--- config.mk ---
export PLATFORM = sky130hd
export DESIGN_NAME = shift_deserializer
export DESIGN_NICKNAME = d
export VERILOG_FILES = /design/src/rtl/shift_deserializer.sv
export SDC_FILE = /design/constraint.sdc
export NUM_CORES = 1
export LEC_CHECK = 0
export BUFFER_PORTS_ARGS = -buffer_cell sky130_fd_sc_hd__buf_2
export CAP_MARGIN = 0
export CORE_MARGIN = 4
export CORE_UTILIZATION = 54
export CTS_BUF_LIST = sky130_fd_sc_hd__clkbuf_4
export CTS_CLUSTER_SIZE = 25
export DETAILED_ROUTE_END_ITERATION = 8
export PLACE_DENSITY = 0.81
export RECOVER_POWER = 100
export SLEW_MARGIN = 15
export SYNTH_ARGS = -nofsm -noshare
export SYNTH_HDL_FRONTEND = slang
export SYNTH_SLANG_ARGS = --single-unit
--- constraint.sdc ---
create_clock -name clock -period 1.3 [get_ports clock]
set_input_delay 0.13 -clock clock [delete_from_list [all_inputs] [get_ports clock]]
set_output_delay 0.13 -clock clock [all_outputs]
set_load 0.02 [all_outputs]
--- src/rtl/shift_deserializer.sv ---
// Serial-to-parallel deserializer: assembles WIDTH-bit frames from a qualified
// serial stream and holds each complete frame until the consumer acknowledges it.
module shift_deserializer #(
    parameter int WIDTH     = 8,
    parameter bit LSB_FIRST = 1'b1
) (
    input  logic                     clock,
    input  logic                     reset,
    input  logic                     start,
    input  logic                     shift_en,
    input  logic                     serial_in,
    input  logic                     data_ack,
    output logic [WIDTH-1:0]         data_out,
    output logic                     data_valid,
    output logic                     busy,
    output logic                     overrun,
    output logic [$clog2(WIDTH):0]   bit_count
);

    localparam int CW = $clog2(WIDTH) + 1;

    typedef enum logic [1:0] {
        ST_IDLE  = 2'd0,
        ST_SHIFT = 2'd1,
        ST_FULL  = 2'd2
    } state_t;

    state_t          r_state;
    state_t          w_state_nxt;
    logic [WIDTH-1:0] r_shift;
    logic [WIDTH-1:0] w_shift_nxt;
    logic [CW-1:0]   r_count;
    logic [CW-1:0]   w_count_nxt;
    logic            r_overrun;
    logic            w_overrun_nxt;
    logic            r_valid;
    logic            r_busy;

    // LSB-first frames fill from the top so the first bit ends up in bit 0.
    function automatic logic [WIDTH-1:0] shift_in(input logic [WIDTH-1:0] word, input logic b);
        logic [WIDTH-1:0] res;
        if (LSB_FIRST) begin
            res = {b, word[WIDTH-1:1]};
        end else begin
            res = {word[WIDTH-2:0], b};
        end
        return res;
    endfunction

    // Next-state, shift register, bit counter and overrun flag.
    always_comb begin
        w_state_nxt   = r_state;
        w_shift_nxt   = r_shift;
        w_count_nxt   = r_count;
        w_overrun_nxt = r_overrun;
        case (r_state)
            ST_IDLE: begin
                if (start) begin
                    w_state_nxt   = ST_SHIFT;
                    w_shift_nxt   = '0;
                    w_count_nxt   = '0;
                    w_overrun_nxt = 1'b0;
                end else begin
                    w_state_nxt   = ST_IDLE;
                end
            end
            ST_SHIFT: begin
                if (start) begin
                    // Abort: restart the frame, any concurrent bit is dropped.
                    w_shift_nxt   = '0;
                    w_count_nxt   = '0;
                    w_overrun_nxt = 1'b0;
                end else if (shift_en) begin
                    w_shift_nxt = shift_in(r_shift, serial_in);
                    w_count_nxt = r_count + CW'(1);
                    if (r_count == CW'(WIDTH - 1)) begin
                        w_state_nxt = ST_FULL;
                    end else begin
                        w_state_nxt = ST_SHIFT;
                    end
                end else begin
                    w_state_nxt = ST_SHIFT;
                end
            end
            ST_FULL: begin
                if (start && data_ack) begin
                    w_state_nxt   = ST_SHIFT;
                    w_shift_nxt   = '0;
                    w_count_nxt   = '0;
                    w_overrun_nxt = 1'b0;
                end else begin
                    if (data_ack) begin
                        w_state_nxt = ST_IDLE;
                    end else begin
                        w_state_nxt = ST_FULL;
                    end
                    if (shift_en) begin
                        w_overrun_nxt = 1'b1;
                    end else begin
                        w_overrun_nxt = r_overrun;
                    end
                end
            end
            default: begin
                w_state_nxt   = ST_IDLE;
                w_shift_nxt   = '0;
                w_count_nxt   = '0;
                w_overrun_nxt = 1'b0;
            end
        endcase
    end

    // State and output registers; flags are derived from the next state so they line up with it.
    always_ff @(posedge clock) begin
        if (reset) begin
            r_state   <= ST_IDLE;
            r_shift   <= '0;
            r_count   <= '0;
            r_overrun <= 1'b0;
            r_valid   <= 1'b0;
            r_busy    <= 1'b0;
        end else begin
            r_state   <= w_state_nxt;
            r_shift   <= w_shift_nxt;
            r_count   <= w_count_nxt;
            r_overrun <= w_overrun_nxt;
            r_valid   <= (w_state_nxt == ST_FULL);
            r_busy    <= (w_state_nxt == ST_SHIFT);
        end
    end

    assign data_out   = r_shift;
    assign data_valid = r_valid;
    assign busy       = r_busy;
    assign overrun    = r_overrun;
    assign bit_count  = r_count;

endmodule

## After elaboration in Yosys (flattened, before gate mapping)

Cells that the tools add are included.

- $add $sub $neg: 1
- Equality and inequality tests: 10
- Mux-type cells: 21
- Reductions and logical operators: 5

Operator list:

| operator | number |
|---|---|
| two-way mux 8 bit | 4 |
| case mux 8 bit (3 select lines) | 1 |
| two-way mux 4 bit | 4 |
| case mux 4 bit (3 select lines) | 1 |
| two-way mux 2 bit | 5 |
| inequality test 3 bit (second input constant) | 2 |
| case mux 2 bit (3 select lines) | 1 |
| adder 4 x 1 -> 4 bit (second input constant) | 1 |
| equality test 2 x 1 -> 1 bit (second input constant) | 2 |
| equality test 2 bit (second input constant) | 2 |
| equality test 4 x 3 -> 1 bit (second input constant) | 1 |
| two-way mux 1 bit | 4 |
| inequality test 2 bit (second input constant) | 2 |
| AND reduction 3 bit | 1 |
| logical NOT 2 bit | 1 |
| inequality test 2 x 1 -> 1 bit (second input constant) | 1 |
| case mux 1 bit (2 select lines) | 1 |
| AND reduction 2 bit | 1 |
| OR reduction 2 bit | 1 |
| logical AND 1 bit | 1 |

- Register bits: 17
- Bits of input ports: 6
- Output and inout bits: 15
- Word-level logic and storage cells: 43

## Logic depth before layout (Yosys ltp)

Gate-level depths: netlist of the first run.

- Word-level depth: 6
- Gate-level depth with buffers: 5
- Gate-level depth less buffers: 4

## Worst setup path before layout of the first run

Ideal clock, no wire load.

- Path kind: register to register
- Start point: register r_count[0] (netlist: bit_count[0])
- End point: register r_busy (netlist: busy)
- Setup time: 0.139 ns
- Data arrival time: 1.119 ns
- Data required time: 1.161 ns
- Setup slack: 0.042 ns
- Cell stages (with the launch flop): 5
- Path buffers: 0
- Period minus slack after synthesis: 1.258 ns
- Cells stage by stage: dfxtp_1 > ha_1 > nand4b_1 > nor3_1 > a2111oi_0

- Word-level cells in the longest chain between the ends: 6

Ends and longest elaborated chain:

| item | RTL line | source |
|---|---|---|
| start, declared | 32 | `logic [CW-1:0] r_count;` |
| start signal, assigned | 125 | `r_count <= w_count_nxt;` |
| equality test 4 x 3 -> 1 bit | 76 | `if (r_count == CW'(WIDTH - 1)) begin` |
| two-way mux 2 bit | 76 |  |
| two-way mux 2 bit | 73 | `end else if (shift_en) begin` |
| two-way mux 2 bit | 68 | `if (start) begin` |
| case mux 2 bit (3 select lines) | 56 | `case (r_state)` |
| equality test 2 x 1 -> 1 bit | 128 | `r_busy <= (w_state_nxt == ST_SHIFT);` |
| end signal, assigned | 128 |  |
| end, declared | 37 | `logic r_busy;` |

No other way between the ends.
A chain may end at the register's enable or synchronous reset.

## Worst setup path after layout of the first run

- Start point: register r_state[1]
- End point: register r_count[3] (netlist: bit_count[3])

- Word-level cells in the longest chain between the ends: 3
- Elaborated cells on any way between the ends: 8
- Those cells by class: eq/ne (5); mux (1); reduce/logical (2)

Ends and longest elaborated chain:

| item | RTL line | source |
|---|---|---|
| start, declared | 28 | `state_t r_state;` |
| start signal, assigned | 123 | `r_state <= w_state_nxt;` |
| equality test 2 x 1 -> 1 bit, or another cell as far along | 56 |  |
| inequality test 3 bit (no line) or inequality test 2 bit (tied branches) | -- |  |
| AND reduction 3 bit (no line) | -- |  |

Parallel ways exist; a longest one is shown, timed or not.

==> summary.json, run 1 <==
{
  "final-seq-area_um2": 347,
  "tritoncts_num_sinks": 17,
  "grt.total_usage_pct": 18.6,
  "antenna_violating_nets_post_route": 0,
  "post-dp-hpwl_mm": 1.27,
  "drt_initial_violations": 11,
  "site_row_count": 14,
  "multi_input_logic_area_um2": 480,
  "synth_enable_flop_cells": 0,
  "die_width_um": 47.7,
  "asyncSetResetFlopFracSynth_pct": 0,
  "path_class": "flip-flop to flip-flop",
  "finalHoldViolCount": 0,
  "die_height_um": 47.7,
  "synth.cell_area_um2": 851,
  "worst_setup_path_startpoint": "r_state[1]",
  "ys.warnings.count": 0,
  "clock_tree.htree_level_count": 1,
  "design.die.area_um2": 2270,
  "worst_r2r_startpoint": "r_state[1]",
  "starting_density_pct": 57.1,
  "maxCapViolCount": 0,
  "min_period_ps": 1270,
  "synth_cell_types": 24,
  "delay_of_the_slowest_critical_path_stage_ps": 430,
  "synth_area_leader_cell": "sky130_fd_sc_hd__dfxtp_1",
  "critical_path.n_buffers_inverters": 0,
  "fin_worst_skew_ps": 0.686,
  "slew-limit-headroom_pct": 74.4,
  "powerDensity_nw_per_um2": 922,
  "rsz_0062_raised_after_global_routing": "yes",
  "finalNetCount": 116,
  "postSynthNetCount": 92,
  "average_cell_area_after_synthesis_um2": 10.0,
  "clkSlewWorstSetupHoldPaths_ps": 90,
  "clk_root_buffer_cell": "sky130_fd_sc_hd__clkbuf_4",
  "ys_top_cells_by_area": "sky130_fd_sc_hd__dfxtp_1, sky130_fd_sc_hd__mux2i_1, sky130_fd_sc_hd__nand3b_1, sky130_fd_sc_hd__nand2b_1, sky130_fd_sc_hd__o211ai_1",
  "n_fill_cell": 127,
  "post_cts.repair.setup_buffers": 0,
  "drv_slew": 0,
  "cp_cell_sequence": "o21ai_1 -> a211oi_1 -> mux2i_1",
  "tritoncts": "yes",
  "max-clock-path-buffers": 2,
  "crit_cells": 3,
  "crit_path_top_delay_cell": "sky130_fd_sc_hd__dfxtp_4",
  "power.ir.vdd_worst_uv": 615,
  "synth_cells": 85,
  "max_freq_ghz": 0.784,
  "synth_common_cells": "sky130_fd_sc_hd__dfxtp_1, sky130_fd_sc_hd__mux2i_1, sky130_fd_sc_hd__nand2b_1",
  "clock_insertion_delay_worst_skew_ps": 280,
  "synth-seq-area-share_pct": 40.0,
  "via_count_of_the_first_global_routing_pass": 656,
  "post-synth-top-count-cell": "sky130_fd_sc_hd__dfxtp_1",
  "critPathRequiredTime_ps": 1510,
  "worstPathMaxFanout": 8,
  "fin_hold_ws_ps": 110,
  "vias": 716,
  "run_status": "complete, no violations",
  "drcViolationCount": 0,
  "critPathCaptureType": "flip-flop",
  "reg2reg_setup_slack_ps": 30,
  "antenna_found_initial": 0,
  "reg2reg_to": "bit_count[3]",
  "reg2reg_path_depth": 3,
  "worst_setup_path_endpoint": "bit_count[3]",
  "timing_worst_slew_pin_value_ps": 384,
  "wire_length_of_the_first_global_routing_pass_mm": 2.93,
  "finalCritPeriodShare_pct": 98.1,
  "antennaDiodeCount": 0,
  "post-route-util_pct": 68.8,
  "min-delay-path-class": "input port to flip-flop",
  "placer_congestion": 0.771,
  "route.detailed.wl_per_inst_um": 14.3,
  "detailedRoute.firstPassIterationCount": 4,
  "final-setup-viol-count": 0,
  "setup.worst_path.start_class": "flip-flop",
  "design.core.area_um2": 1490,
  "critical-path-top-delay-family": "compound AO/OA/AOI/OAI gates",
  "avgViaCountPerCell": 5.77,
  "grt-ovfl-total": 0,
  "leakagePower_nw": 0.372,
  "route.final.wire_length_mm": 1.77,
  "cp_data_arrival_time_ps": 1490,
  "synth_top_cell_area_share_pct": 40.0,
  "ios": 21,
  "cts_made_buffers": 3,
  "area.growth.synth_to_final_pct": 20.4,
  "drive_gt1_share_pct": 22.2,
  "synthFlopType": "sky130_fd_sc_hd__dfxtp_1",
  "largest_net_degree_at_the_start_of_global_routing": 22,
  "placement.io_buffers": 20,
  "ys_ff_latch": 17
}
[sequential cells by signal, indices dropped and copies added (netlist names)]
signal / cells
data_valid: 1
bit_count: 4
busy: 1
r_state: 2
data_out: 8
overrun: 1
[stage by stage]
step | total power, W | setup TNS (ps) | instance area, µm² | setup slack (ps) | cells
global route | 0.000999 | -208 | 1020 | -68.0 | 124
floorplan | 0.000620 | 0 | 851 | 42.0 | 85
detailed placement | 0.000657 | -333 | 978 | -82.1 | 120
global placement | 0.000654 | 0 | 978 | 2.53 | 120
CTS | 0.000957 | 0 | 1010 | 15.7 | 124
finish | 0.000945 | 0 | 1020 | 25.2 | 124
[cells by family (layout without fill, tap and decap cells)]
group	Yosys count	count (layout)	share of synthesized area [%]
flip-flops	17	17	40.0
adder cells (fa/ha/maj)	1	1	1.47
buffers and inverters	11	34	6.76
AO/OA/AOI/OAI	18	18	15.3
AND/OR/NAND/NOR	26	26	22.4
multiplexers	12	12	14.1
[how the worst min path moves through the flow]
stage | startpoint | to | slack (ps) | cells past startpoint
detailed placement | serial_in | data_out[7] | 410 | 3
CTS | serial_in | data_out[7] | 100 | 3
floorplan | shift_en | overrun | 290 | 2
global route | serial_in | data_out[7] | 120 | 3
finish | serial_in | data_out[7] | 110 | 3
global placement | serial_in | data_out[7] | 410 | 3
[what timing repair did]
item | in CTS | in global routing
gates resized for setup | 4 | 6
endpoints found under the setup margin | 15 | 4
hold buffers | 0 | 0
[layout by cell type, fill, tap and decap left out, drive strengths merged]
cell	n
clkbuf	18
dfxtp	17
mux2i	12
nand2b	10
buf	10
nand3b	9
inv	6
o211ai	6
a21oi	3
o21ai	3
a211oi	2
o21a	2
nor3b	2
a2111oi	2
nor2b	1
nand4b	1
nor3	1
nor2	1
nand3	1
ha	1
[final cells by class]
| class | instances | area share [%] |
|---|---|---|
| flip-flops and latches | 17 | 33.8 |
| repair buffers | 24 | 12.2 |
| multi-input cells | 57 | 46.9 |
| clock buffers | 4 | 2.93 |
| well taps | 16 | 1.95 |
| inverters | 6 | 2.20 |
[metal layers]
metal  wire length, µm  global-route usage, %  up-vias
li1                  -                      -      352
met3               108                   4.51        4
met5                 0                      0        -
met4                 5                   6.45        0
met1               714                   23.1      337
met2               945                   31.1       23
[where the power goes]
group,total (W),switching [W],internal [W]
combinational,0.000117,0.0000638,0.0000532
sequential,0.000535,0.00000780,0.000528
clock,0.000292,0.000153,0.000140
total,0.000945,0.000224,0.000721
[worst reg2reg max path, cell delays in order, from the launching register on]
cell                       delay [ps]
sky130_fd_sc_hd__dfxtp_4          430
sky130_fd_sc_hd__o21ai_1          160
sky130_fd_sc_hd__a211oi_1         380
sky130_fd_sc_hd__mux2i_1          240
(Power assumes the default switching activity.)
==> run 2: changes to the inputs <==
- CELL_PAD_IN_SITES_DETAIL_PLACEMENT: default -> 0
- CELL_PAD_IN_SITES_GLOBAL_PLACEMENT: default -> 1
- CORE_ASPECT_RATIO: default -> 0.8
- CORE_UTILIZATION: 54 -> 41
- PLACE_DENSITY: 0.81 -> default
- PLACE_DENSITY_LB_ADDON: default -> 0.1
==> run 2 against run 1 <==
Maximum frequency increased by 4.9%. Sequential power about the same. Final cell count increased by 6.5%. Clock-buffer cell count unchanged. Setup slack improved by 59 ps. Global-route usage decreased by 6.7 points. Critical path type unchanged.
==> summary.json, run 2 (synthesis results as in run 1) <==
{
  "post-route-worst-setup-slack_ps": 84.3,
  "detailedRoute.firstPassIterationCount": 3,
  "leakagePower_nw": 0.370,
  "cp_data_arrival_time_ps": 1440,
  "vias": 668,
  "cp_cell_sequence": "o21ai_1 -> a21oi_2 -> buf_12 -> mux2i_1",
  "site_row_count": 14,
  "fin_worst_skew_ps": 11.0,
  "drcViolationCount": 0,
  "grt-ovfl-total": 0,
  "max-clock-path-buffers": 2,
  "finalNetCount": 116,
  "dp_worst_setup_slack_ps": -54.4,
  "final-seq-area_um2": 345,
  "clock_tree.htree_level_count": 1,
  "largest_net_degree_at_the_start_of_global_routing": 22,
  "timing_worst_slew_pin_value_ps": 397,
  "clkSlewWorstSetupHoldPaths_ps": 110,
  "dp.cells": 128,
  "antenna_violating_nets_post_route": 0,
  "final-setup-viol-count": 0,
  "ios": 21,
  "drt_initial_violations": 7,
  "avgViaCountPerCell": 5.06,
  "clock_insertion_delay_worst_skew_ps": 290,
  "power.ir.vdd_worst_uv": 703,
  "area.growth.synth_to_final_pct": 22.8,
  "path_class": "flip-flop to flip-flop",
  "post-dp-hpwl_mm": 1.21,
  "powerDensity_nw_per_um2": 922,
  "cts_made_buffers": 3,
  "post_cts.repair.setup_buffers": 0,
  "largest_register_ffs": 8,
  "max_freq_ghz": 0.823,
  "placement.io_buffers": 20,
  "antennaDiodeCount": 0,
  "fin_cells": 132,
  "via_count_of_the_first_global_routing_pass": 581,
  "wire_length_of_the_first_global_routing_pass_mm": 2.61,
  "drv_slew": 0,
  "delay_of_the_slowest_critical_path_stage_ps": 430,
  "drive_gt1_share_pct": 20.4,
  "tritoncts_num_sinks": 17,
  "slew-limit-headroom_pct": 73.5,
  "n_fill_cell": 197,
  "run_status": "complete, no violations",
  "clk_root_buffer_cell": "sky130_fd_sc_hd__clkbuf_4",
  "rsz_0062_raised_after_global_routing": "yes",
  "critPathRequiredTime_ps": 1530,
  "route.detailed.wl_per_inst_um": 12.9,
  "worstPathMaxFanout": 10,
  "setup.worst_path.start_class": "flip-flop",
  "critPathCaptureType": "flip-flop",
  "route.final.wire_length_mm": 1.70,
  "min_period_ps": 1220,
  "crit_path_top_delay_cell": "sky130_fd_sc_hd__dfxtp_4",
  "maxCapViolCount": 0,
  "tritoncts": "yes",
  "finalHoldViolCount": 0,
  "design.die.area_um2": 2870,
  "die_width_um": 58.9,
  "placer_congestion": 0.696,
  "finalCritPeriodShare_pct": 93.5,
  "design.core.area_um2": 1930,
  "multi_input_logic_area_um2": 493,
  "min-delay-path-class": "input port to flip-flop",
  "grt.total_usage_pct": 11.9,
  "starting_density_pct": 44.2,
  "commonest_cells_after_routing_fill_and_taps_aside": "sky130_fd_sc_hd__dfxtp_1, sky130_fd_sc_hd__clkbuf_1, sky130_fd_sc_hd__mux2i_1",
  "die_height_um": 48.7,
  "antenna_found_initial": 0
}
==> run 2: changes by cell type in the layout (fill, tap and decap cells not counted), sizes merged <==
cell,previous run,this run
clkbuf,18,19
buf,10,9
==> run 2: timing repair <==
action	4_1_cts	5_1_grt
endpoints found under the setup margin	8	14
gates resized for setup	5	5
hold buffers	0	0
==> run 2: area by class of cell <==
| class | count | area share, % |
|---|---|---|
| multi-input cells | 57 | 47.2 |
| flip-flops and latches | 17 | 33.1 |
| repair buffers | 24 | 11.9 |
| clock buffers | 4 | 2.87 |
| well taps | 24 | 2.87 |
| inverters | 6 | 2.16 |
==> run 2: per-stage QoR <==
step           TNS, ps  hold slack [ps]  util, %  instance area [µm²]  power (W)
2_1_floorplan        0              289        -                  851   0.000620
3_3_place_gp     -10.3              416     51.3                  988   0.000656
3_5_place_dp      -204              420     51.3                  988   0.000656
4_1_cts              0             96.4     53.4                 1030   0.000972
5_1_grt          -17.1             95.8     54.2                 1040    0.00103
6_report             0              112     54.2                 1040   0.000963
==> run 2: final timing paths <==
path                                 start            to  slack, ps  depth (start not counted)
worst max-delay path            r_state[1]  bit_count[1]         80                          4
worst min-delay path             serial_in   data_out[7]        110                          3
worst max register to register  r_state[1]  bit_count[1]         80                          4
worst min register to register     overrun       overrun        450                          2
==> run 2: routing by layer <==
layer  routed length (µm)  GRT usage, %
met3                   87          5.59
met2                  770          16.5
met5                    0             0
met4                   13          3.40
met1                  833          16.2
==> run 2: critical path, delay by kind of cell, from the launching register on <==
family	cells	cell delay, ps
flops	1	430
compound gates	2	360
mux	1	210
buf+inv	1	160
==> run 2: where the power goes <==
group	switching (W)	total (W)	internal [W]
Clock	0.000168	0.000308	0.000140
Sequential	0.00000714	0.000535	0.000527
Combinational	0.0000652	0.000120	0.0000549
Total	0.000241	0.000963	0.000723
